==> src/rtl/lstm_pkg.sv <==
// Shared defaults, gate indices, FSM state type and saturation helper for the
// sequential LSTM cell.
package lstm_pkg;

  localparam int DATA_WIDTH_DEF  = 16;
  localparam int FRACT_WIDTH_DEF = 8;

  localparam int G_F = 0;
  localparam int G_I = 1;
  localparam int G_C = 2;
  localparam int G_O = 3;

  typedef enum logic [2:0] {
    ST_IDLE,
    ST_MAC,
    ST_ACT,
    ST_UPD_C,
    ST_UPD_H,
    ST_DONE
  } state_t;

  // Clamp a wide signed value into the range of a w-bit two's-complement word.
  function automatic logic signed [63:0] sat(input logic signed [63:0] v, input int unsigned w);
    logic signed [63:0] hi;
    logic signed [63:0] lo;
    hi = (64'sd1 <<< (w - 1)) - 64'sd1;
    lo = -hi - 64'sd1;
    if (v > hi)      sat = hi;
    else if (v < lo) sat = lo;
    else             sat = v;
  endfunction

endpackage

==> src/rtl/lstm_act.sv <==
// Combinational hard activation: mode=0 hard sigmoid clamp(x/4+0.5,0,1),
// mode=1 hard tanh clamp(x,-1,1), both in signed fixed point.
module lstm_act
  import lstm_pkg::*;
#(
  parameter int DATA_WIDTH  = DATA_WIDTH_DEF,
  parameter int FRACT_WIDTH = FRACT_WIDTH_DEF
) (
  input  logic                          mode,
  input  logic signed [DATA_WIDTH-1:0]  x,
  output logic signed [DATA_WIDTH-1:0]  y
);

  localparam int ONE_I  = 1 << FRACT_WIDTH;
  localparam int HALF_I = 1 << (FRACT_WIDTH - 1);
  localparam logic signed [DATA_WIDTH:0] ONE  = (DATA_WIDTH + 1)'(ONE_I);
  localparam logic signed [DATA_WIDTH:0] HALF = (DATA_WIDTH + 1)'(HALF_I);

  logic signed [DATA_WIDTH:0] xe;
  logic signed [DATA_WIDTH:0] r;
  logic signed [DATA_WIDTH:0] lo;

  always_comb begin
    xe = {x[DATA_WIDTH-1], x};
    if (mode) begin
      r  = xe;
      lo = -ONE;
    end else begin
      r  = (xe >>> 2) + HALF;
      lo = '0;
    end
    if (r > ONE)     r = ONE;
    else if (r < lo) r = lo;
    y = r[DATA_WIDTH-1:0];
  end

endmodule

==> src/rtl/lstm_cell_seq.sv <==
// Sequential single-MAC LSTM cell with on-chip weight store.
// Define LSTM_CELL_SAT_EN to saturate (rather than wrap) every narrowing to DATA_WIDTH.
module lstm_cell_seq
  import lstm_pkg::*;
#(
  parameter int DATA_WIDTH  = DATA_WIDTH_DEF,
  parameter int FRACT_WIDTH = FRACT_WIDTH_DEF,
  parameter int IN_DIM      = 2,
  parameter int HID_DIM     = 2
) (
  input  logic                                             clk,
  input  logic                                             rst,
  input  logic                                             in_valid,
  output logic                                             in_ready,
  input  logic                                             seq_start,
  input  logic [IN_DIM*DATA_WIDTH-1:0]                     x_in,
  input  logic                                             w_we,
  input  logic [$clog2(4*HID_DIM*(IN_DIM+HID_DIM+1))-1:0]  w_addr,
  input  logic [DATA_WIDTH-1:0]                            w_data,
  output logic                                             out_valid,
  input  logic                                             out_ready,
  output logic [HID_DIM*DATA_WIDTH-1:0]                    h_out,
  output logic [HID_DIM*DATA_WIDTH-1:0]                    c_out
);

  localparam int DW   = DATA_WIDTH;
  localparam int T    = IN_DIM + HID_DIM + 1;
  localparam int NU   = 4 * HID_DIM;
  localparam int NW   = NU * T;
  localparam int AW   = $clog2(NW);
  localparam int ACCW = 2 * DW + $clog2(T);
  localparam int UW   = $clog2(NU + 1);
  localparam int KW   = $clog2(T + 1);
  localparam int JW   = $clog2(HID_DIM + 1);

  function automatic logic signed [DW-1:0] narrow(input logic signed [63:0] v);
`ifdef LSTM_CELL_SAT_EN
    logic signed [63:0] s;
    s = sat(v, DW);
    narrow = s[DW-1:0];
`else
    narrow = v[DW-1:0];
`endif
  endfunction

  state_t state, nxt;
  logic [UW-1:0] u;
  logic [KW-1:0] k;
  logic [JW-1:0] j;

  logic signed [DW-1:0]   wmem   [NW];
  logic signed [DW-1:0]   x_r    [IN_DIM];
  logic signed [DW-1:0]   h_r    [HID_DIM];
  logic signed [DW-1:0]   c_r    [HID_DIM];
  logic signed [DW-1:0]   gate_r [NU];
  logic signed [ACCW-1:0] acc;

  logic [AW-1:0]            widx;
  logic signed [DW-1:0]     wsel, opnd;
  logic signed [2*DW-1:0]   prod, prod_sh, fc, ig, hp;
  logic signed [ACCW-1:0]   acc_nxt;
  logic signed [DW-1:0]     fj, ij, gj, oj, cj;
  logic signed [63:0]       csum;
  logic signed [DW-1:0]     c_new, h_new;
  logic                     act_mode;
  logic signed [DW-1:0]     act_x, act_y;

  // Unit u = g*HID_DIM + j, so the flat weight index is u*T + k.
  always_comb begin
    widx = AW'(u * T + k);
    wsel = wmem[widx];
    opnd = '0;
    for (int unsigned n = 0; n < IN_DIM; n++)
      if (k == KW'(n + 1)) opnd = x_r[n];
    for (int unsigned n = 0; n < HID_DIM; n++)
      if (k == KW'(IN_DIM + 1 + n)) opnd = h_r[n];
    prod    = opnd * wsel;
    prod_sh = prod >>> FRACT_WIDTH;
    if (k == '0) acc_nxt = ACCW'(wsel);
    else         acc_nxt = acc + ACCW'(prod_sh);
  end

  always_comb begin
    fj = '0; ij = '0; gj = '0; oj = '0; cj = '0;
    for (int unsigned n = 0; n < HID_DIM; n++)
      if (j == JW'(n)) begin
        fj = gate_r[G_F*HID_DIM + n];
        ij = gate_r[G_I*HID_DIM + n];
        gj = gate_r[G_C*HID_DIM + n];
        oj = gate_r[G_O*HID_DIM + n];
        cj = c_r[n];
      end
    fc    = fj * cj;
    ig    = ij * gj;
    csum  = 64'(fc) + 64'(ig);
    c_new = narrow(csum >>> FRACT_WIDTH);
    // The activation unit serves the gate units in ACT and tanh(c_new) in UPD_H.
    act_mode = (state == ST_UPD_H) ||
               (u >= UW'(G_C*HID_DIM) && u < UW'((G_C+1)*HID_DIM));
    act_x    = (state == ST_UPD_H) ? cj : narrow(64'(acc));
    hp       = oj * act_y;
    h_new    = narrow(64'(hp) >>> FRACT_WIDTH);
  end

  lstm_act #(.DATA_WIDTH(DW), .FRACT_WIDTH(FRACT_WIDTH)) u_act (
    .mode (act_mode),
    .x    (act_x),
    .y    (act_y)
  );

  always_comb begin
    nxt       = state;
    in_ready  = 1'b0;
    out_valid = 1'b0;
    unique case (state)
      ST_IDLE: begin
        in_ready = 1'b1;
        if (in_valid) nxt = ST_MAC;
      end
      ST_MAC:   if (k == KW'(T - 1)) nxt = ST_ACT;
      ST_ACT:   nxt = (u == UW'(NU - 1)) ? ST_UPD_C : ST_MAC;
      ST_UPD_C: nxt = ST_UPD_H;
      ST_UPD_H: nxt = (j == JW'(HID_DIM - 1)) ? ST_DONE : ST_UPD_C;
      ST_DONE: begin
        out_valid = 1'b1;
        if (out_ready) nxt = ST_IDLE;
      end
      default:  nxt = ST_IDLE;
    endcase
  end

  always_ff @(posedge clk or negedge rst) begin
    if (!rst) begin
      state <= ST_IDLE;
      u     <= '0;
      k     <= '0;
      j     <= '0;
      acc   <= '0;
      for (int unsigned n = 0; n < NW; n++)      wmem[n]   <= '0;
      for (int unsigned n = 0; n < IN_DIM; n++)  x_r[n]    <= '0;
      for (int unsigned n = 0; n < HID_DIM; n++) h_r[n]    <= '0;
      for (int unsigned n = 0; n < HID_DIM; n++) c_r[n]    <= '0;
      for (int unsigned n = 0; n < NU; n++)      gate_r[n] <= '0;
    end else begin
      state <= nxt;
      unique case (state)
        ST_IDLE: begin
          if (w_we && ({1'b0, w_addr} < (AW + 1)'(NW))) wmem[w_addr] <= w_data;
          if (in_valid) begin
            for (int unsigned n = 0; n < IN_DIM; n++) x_r[n] <= x_in[n*DW +: DW];
            u <= '0;
            k <= '0;
            if (seq_start)
              for (int unsigned n = 0; n < HID_DIM; n++) begin
                h_r[n] <= '0;
                c_r[n] <= '0;
              end
          end
        end
        ST_MAC: begin
          acc <= acc_nxt;
          k   <= k + 1'b1;
        end
        ST_ACT: begin
          for (int unsigned n = 0; n < NU; n++)
            if (u == UW'(n)) gate_r[n] <= act_y;
          u <= u + 1'b1;
          k <= '0;
          j <= '0;
        end
        ST_UPD_C: begin
          for (int unsigned n = 0; n < HID_DIM; n++)
            if (j == JW'(n)) c_r[n] <= c_new;
        end
        ST_UPD_H: begin
          for (int unsigned n = 0; n < HID_DIM; n++)
            if (j == JW'(n)) h_r[n] <= h_new;
          j <= j + 1'b1;
        end
        default: ;
      endcase
    end
  end

  always_comb begin
    h_out = '0;
    c_out = '0;
    for (int unsigned n = 0; n < HID_DIM; n++) begin
      h_out[n*DW +: DW] = h_r[n];
      c_out[n*DW +: DW] = c_r[n];
    end
  end

endmodule

==> config.mk <==
export PLATFORM = sky130hd
export DESIGN_NAME = lstm_cell_seq
export DESIGN_NICKNAME = d
export VERILOG_FILES = /design/src/rtl/lstm_pkg.sv /design/src/rtl/lstm_act.sv /design/src/rtl/lstm_cell_seq.sv
export SDC_FILE = /design/constraint.sdc
export NUM_CORES = 2
export LEC_CHECK = 0
export BUFFER_PORTS_ARGS = -buffer_cell sky130_fd_sc_hd__buf_2
export CORE_UTILIZATION = 65
export DETAILED_ROUTE_END_ITERATION = 12
export HOLD_SLACK_MARGIN = 0.15
export PLACE_DENSITY = 0.82
export SYNTH_ARGS = -nofsm -noshare
export SYNTH_HDL_FRONTEND = slang
export SYNTH_SLANG_ARGS = --single-unit
==> constraint.sdc <==
create_clock -name clk -period 12.58 [get_ports clk]
set_input_delay 0.629 -clock clk [delete_from_list [all_inputs] [get_ports clk]]
set_output_delay 0.629 -clock clk [all_outputs]
set_load 0.005 [all_outputs]
==> metrics.json <==
{
  "worst_hold_path": {
    "hp-class": "in -> reg",
    "hp-start": "x_in[14]",
    "hold_path_end": "x_r[30]$_DFFE_PN0P_",
    "hold_path_depth": 3
  },
  "logic_synthesis": {
    "synthesis.yosys.warnings": 0,
    "post_synth_inst_count": 6667,
    "synth-seq-cells": 892,
    "netlist_area_sq_um": 71600,
    "synthDistinctLibCells": 95,
    "postSynth.asyncResetShare_pct": 100,
    "synth_seq_area_share_pct": 31.2,
    "synth_area_per_cell_sq_um": 10.7,
    "synth_flop_cell": "dfrtp_1",
    "synth_enable_flop_cells": 0,
    "synth_nets": 7820
  },
  "sta": {
    "timing.setup.tns_ps": 0,
    "slew_headroom_pct": 7.39,
    "fin_crit_sh_pct": 90.5,
    "max_slew_violation_count": 0,
    "layout_min_cycle_time_ps": 11390,
    "worst_pin_slew_ps": 1390,
    "setup-violations-final": 0,
    "final_hold_slack_ps": 184,
    "fin_skew_ps": 55.5,
    "timing.final.ws_setup_ps": 1190,
    "finalHoldViolations": 0,
    "setup_repair_after_global_routing_missed_its_margin": "no",
    "timing.fmax_mhz": 87.8
  },
  "grt": {
    "antenna_found_initial": 4,
    "pin_count_of_the_biggest_net_entering_global_routing": 183,
    "first_global_vias": 54400,
    "grt_overflow": 0,
    "first_pass_grt_wire_length_microns": 316000,
    "total_routing_usage_gr_pct": 37.3
  },
  "pwr": {
    "switchingPower_uw": 5240,
    "share_seq_of_total_power_pct": 28.4,
    "comb_power_share_pct": 47.5,
    "pwr_density_cell_nw_per_um2": 158,
    "vdd_drop_max_v": 0.000241,
    "internal-power_uw": 6920,
    "static-leakage-power_uw": 0.0368,
    "sw_frac_of_total_pct": 43.1,
    "power_frac_clock_pct": 24.1
  },
  "route": {
    "route.antenna.remaining_nets": 0,
    "drt-pass1-iter-count": 6,
    "routedWlPerCell_microns": 24.7,
    "first_iter_violations": 5410,
    "drt_total_wl_microns": 202000,
    "route.vias.total": 51300,
    "detail_route.drc_violations": 0,
    "vias_per_cell": 6.28
  },
  "setup_path": {
    "rr_endpoint": "acc[14]$_DFFE_PN0P_",
    "ff2ff_path_depth": 38,
    "crit_path_start_kind": "register",
    "setup.reg_to_reg.worst_slack_ps": 1190,
    "cell_type_of_the_slowest_stage_on_the_worst_timing_path": "o22ai_1",
    "critPathMostFrequentCell": "fa_1",
    "crit_path_end_kind": "register",
    "timing.rr.start": "u[0]$_DFFE_PN0P_",
    "path_buf_inv": 6,
    "critical-path-top-delay-family": "adder cells",
    "cp_data_arrival_time_ps": 11960,
    "worstSetupStartpoint": "u[0]$_DFFE_PN0P_",
    "path_max_fanout": 20,
    "critical-path-max-stage-delay_ps": 940,
    "setup.worst_path.class": "reg -> reg",
    "worst-path-stages": 38,
    "required_ps": 13150
  },
  "clocking": {
    "cts_buffers": 89,
    "cts-htree-levels": 3,
    "post_cts_resized": 0,
    "post_cts.repair.setup_buffers": 0,
    "clock-root-buffer": "clkbuf_16",
    "insertion_delay_ps": 730,
    "tritoncts_clock_tree": "yes",
    "ctsLongestPathBuffers": 3,
    "clk_pin_slew_ps": 70,
    "clkSinkCount": 892
  },
  "place": {
    "port_buffers": 125,
    "pre_cts_ws_ps": 1490,
    "placement.cell_area_sq_um": 73700,
    "gp_congestion": 0.980,
    "dp_hpwl_microns": 146000
  },
  "cells_and_area": {
    "layout-drive-gt1-share_pct": 19.9,
    "layout.filler_cells": 7355,
    "final_cell_area_sq_um": 77100,
    "relative_area_change_from_synthesis_to_final_layout_pct": 7.61,
    "nets": 7825
  },
  "run": {
    "drv_cap": 0
  },
  "floorplan": {
    "core_area_sq_um": 109000,
    "row_count": 121,
    "initial_utilization_pct": 65.7,
    "die_h_microns": 334,
    "die-area_sq_um": 111000,
    "io-pin-count": 126,
    "die_w_microns": 334
  },
  "run_status": {
    "status": "finished clean"
  }
}
==> worst max-delay path by stage <==
| stage | to | slack (ps) |
|---|---|---|
| 3_3_place_gp | acc[15]$_DFFE_PN0P_ | 1640 |
| 2_1_floorplan | acc[15]$_DFFE_PN0P_ | 2020 |
| 4_1_cts | acc[15]$_DFFE_PN0P_ | 1390 |
| 5_1_grt | acc[15]$_DFFE_PN0P_ | 800 |
| 6_report | acc[14]$_DFFE_PN0P_ | 1190 |
| 3_5_place_dp | acc[15]$_DFFE_PN0P_ | 1490 |
==> logic make-up (layout without fill, tap and decap cells) <==
kind of cell	count (synthesis)	in the layout	share of synthesized area (%)
buf+inv	1329	1409	7.36
mux	885	885	16.7
xor+xnor	150	150	1.96
compound gates	596	596	5.37
simple gates	1722	1722	10.1
flops	892	892	31.2
other cells	0	3	0
fa+ha+maj	1093	1093	27.3
==> registers in the layout, indices dropped and copies added (netlist names) <==
name,count
wmem,640
gate_r,128
c_out,32
h_out,32
x_r,32
acc,16
u,4
k,3
state,3
j,2
==> what timing repair did <==
item | in CTS | in global routing
hold endpoints to repair | 131 | 0
setup endpoints to repair | 0 | 0
hold buffers | 14 | 0
==> layout make-up <==
class                           count  area (sq um)  share of cell area, %
Antenna cell                        3          7.51                0.00974
Tap cell                         1414          1770                   2.30
Timing Repair Buffer              288          1960                   2.54
Clock buffer                      128          2620                   3.41
Multi-Input combinational cell   4446         44200                   57.3
Inverter                          955          3580                   4.65
Clock inverter                     38           611                  0.792
Sequential cell                   892         22300                   29.0
==> layer usage <==
metal | GRT usage [%] | part of all wire [%] | vias to the layer above | routed length, microns
li1 | - | - | 21500 | -
met5 | 0 | 0 | - | 0
met2 | 58.4 | 46 | 2833 | 93100
met1 | 47.8 | 37 | 26200 | 74000
met3 | 8.20 | 9.9 | 802 | 20000
met4 | 22.8 | 7.3 | 0 | 14600
==> worst register-to-register path, delay by kind of cell (launching register included) <==
kind	cells	cell delay, ps
adder cells (fa/ha/maj)	11	4810
AO/OA/AOI/OAI	11	3130
AND/OR/NAND/NOR	7	1510
buffers and inverters	6	840
flip-flops	1	500
XOR/XNOR	2	350
multiplexers	1	150
==> per-stage QoR <==
stage / instances / utilization, % / power [uW]
final: 8164 / 70.7 / 12200
after global routing: 8164 / 70.7 / 12700
after CTS: 8161 / 70.7 / 12000
after detailed placement: 7981 / 67.6 / 9080
after global placement: 7981 / 67.6 / 8950
after floorplan: 6667 / - / 7340
==> placed cells by master, fill, tap and decap left out, drive strengths merged, types with 29 or more instances in the layout <==
master,n
o21ai,225
xor2,41
nor2,450
mux4,183
fa,786
o21a,66
clkbuf,128
inv,959
ha,307
nand2,973
mux2,667
mux2i,35
nor2b,45
and2,88
nand3,31
o31ai,37
a21oi,118
nand2b,29
dfrtp,892
xnor2,104
buf,274
nor3,30
==> synthesized netlist by cell type, types with 5 or more instances <==
| cell type | number | area, sq um |
|---|---|---|
| nor2b_1 | 45 | 282 |
| nor3_1 | 29 | 145 |
| a22o_1 | 20 | 175 |
| mux2_2 | 667 | 7510 |
| ha_1 | 307 | 3840 |
| buf_4 | 11 | 82.6 |
| nor4_1 | 7 | 43.8 |
| nor3b_1 | 6 | 45.0 |
| o21a_1 | 66 | 495 |
| nand4_1 | 14 | 87.6 |
| o21ai_1 | 56 | 280 |
| nand3b_1 | 5 | 37.5 |
| mux4_2 | 183 | 4120 |
| o21ai_0 | 168 | 841 |
| o22ai_1 | 6 | 37.5 |
| nor2_1 | 450 | 1690 |
| and2_1 | 88 | 551 |
| and3_1 | 13 | 81.3 |
| xor2_1 | 40 | 350 |
| dfrtp_1 | 892 | 22300 |
| o211ai_1 | 5 | 37.5 |
| mux2i_1 | 35 | 350 |
| o31ai_1 | 34 | 255 |
| a31oi_1 | 14 | 87.6 |
| inv_1 | 955 | 3580 |
| a21oi_1 | 118 | 591 |
| xnor2_1 | 103 | 902 |
| nand3_1 | 30 | 150 |
| or3_1 | 8 | 50.1 |
| a221o_1 | 11 | 110 |
| a211oi_1 | 9 | 67.6 |
| nand2b_1 | 29 | 181 |
| a221oi_1 | 16 | 140 |
| buf_8 | 5 | 75.1 |
| or2_2 | 8 | 50.1 |
| buf_6 | 18 | 203 |
| fa_1 | 786 | 15700 |
| o21bai_1 | 5 | 37.5 |
| clkbuf_1 | 284 | 1070 |
| nand2_1 | 970 | 3640 |
| buf_1 | 25 | 93.8 |
| buf_2 | 28 | 140 |
| a21o_1 | 18 | 135 |
==> power groups by stage <==
| stage | sequential [uW] | combinational (uW) | clock, uW |
|---|---|---|---|
| floorplan | 3350 | 3990 | 0 |
| global placement | 3450 | 5500 | 0 |
| detailed placement | 3470 | 5610 | 0 |
| CTS | 3430 | 5660 | 2940 |
| global route | 3470 | 6140 | 3050 |
| finish | 3450 | 5780 | 2930 |
Power figures use the tool's default switching activity.
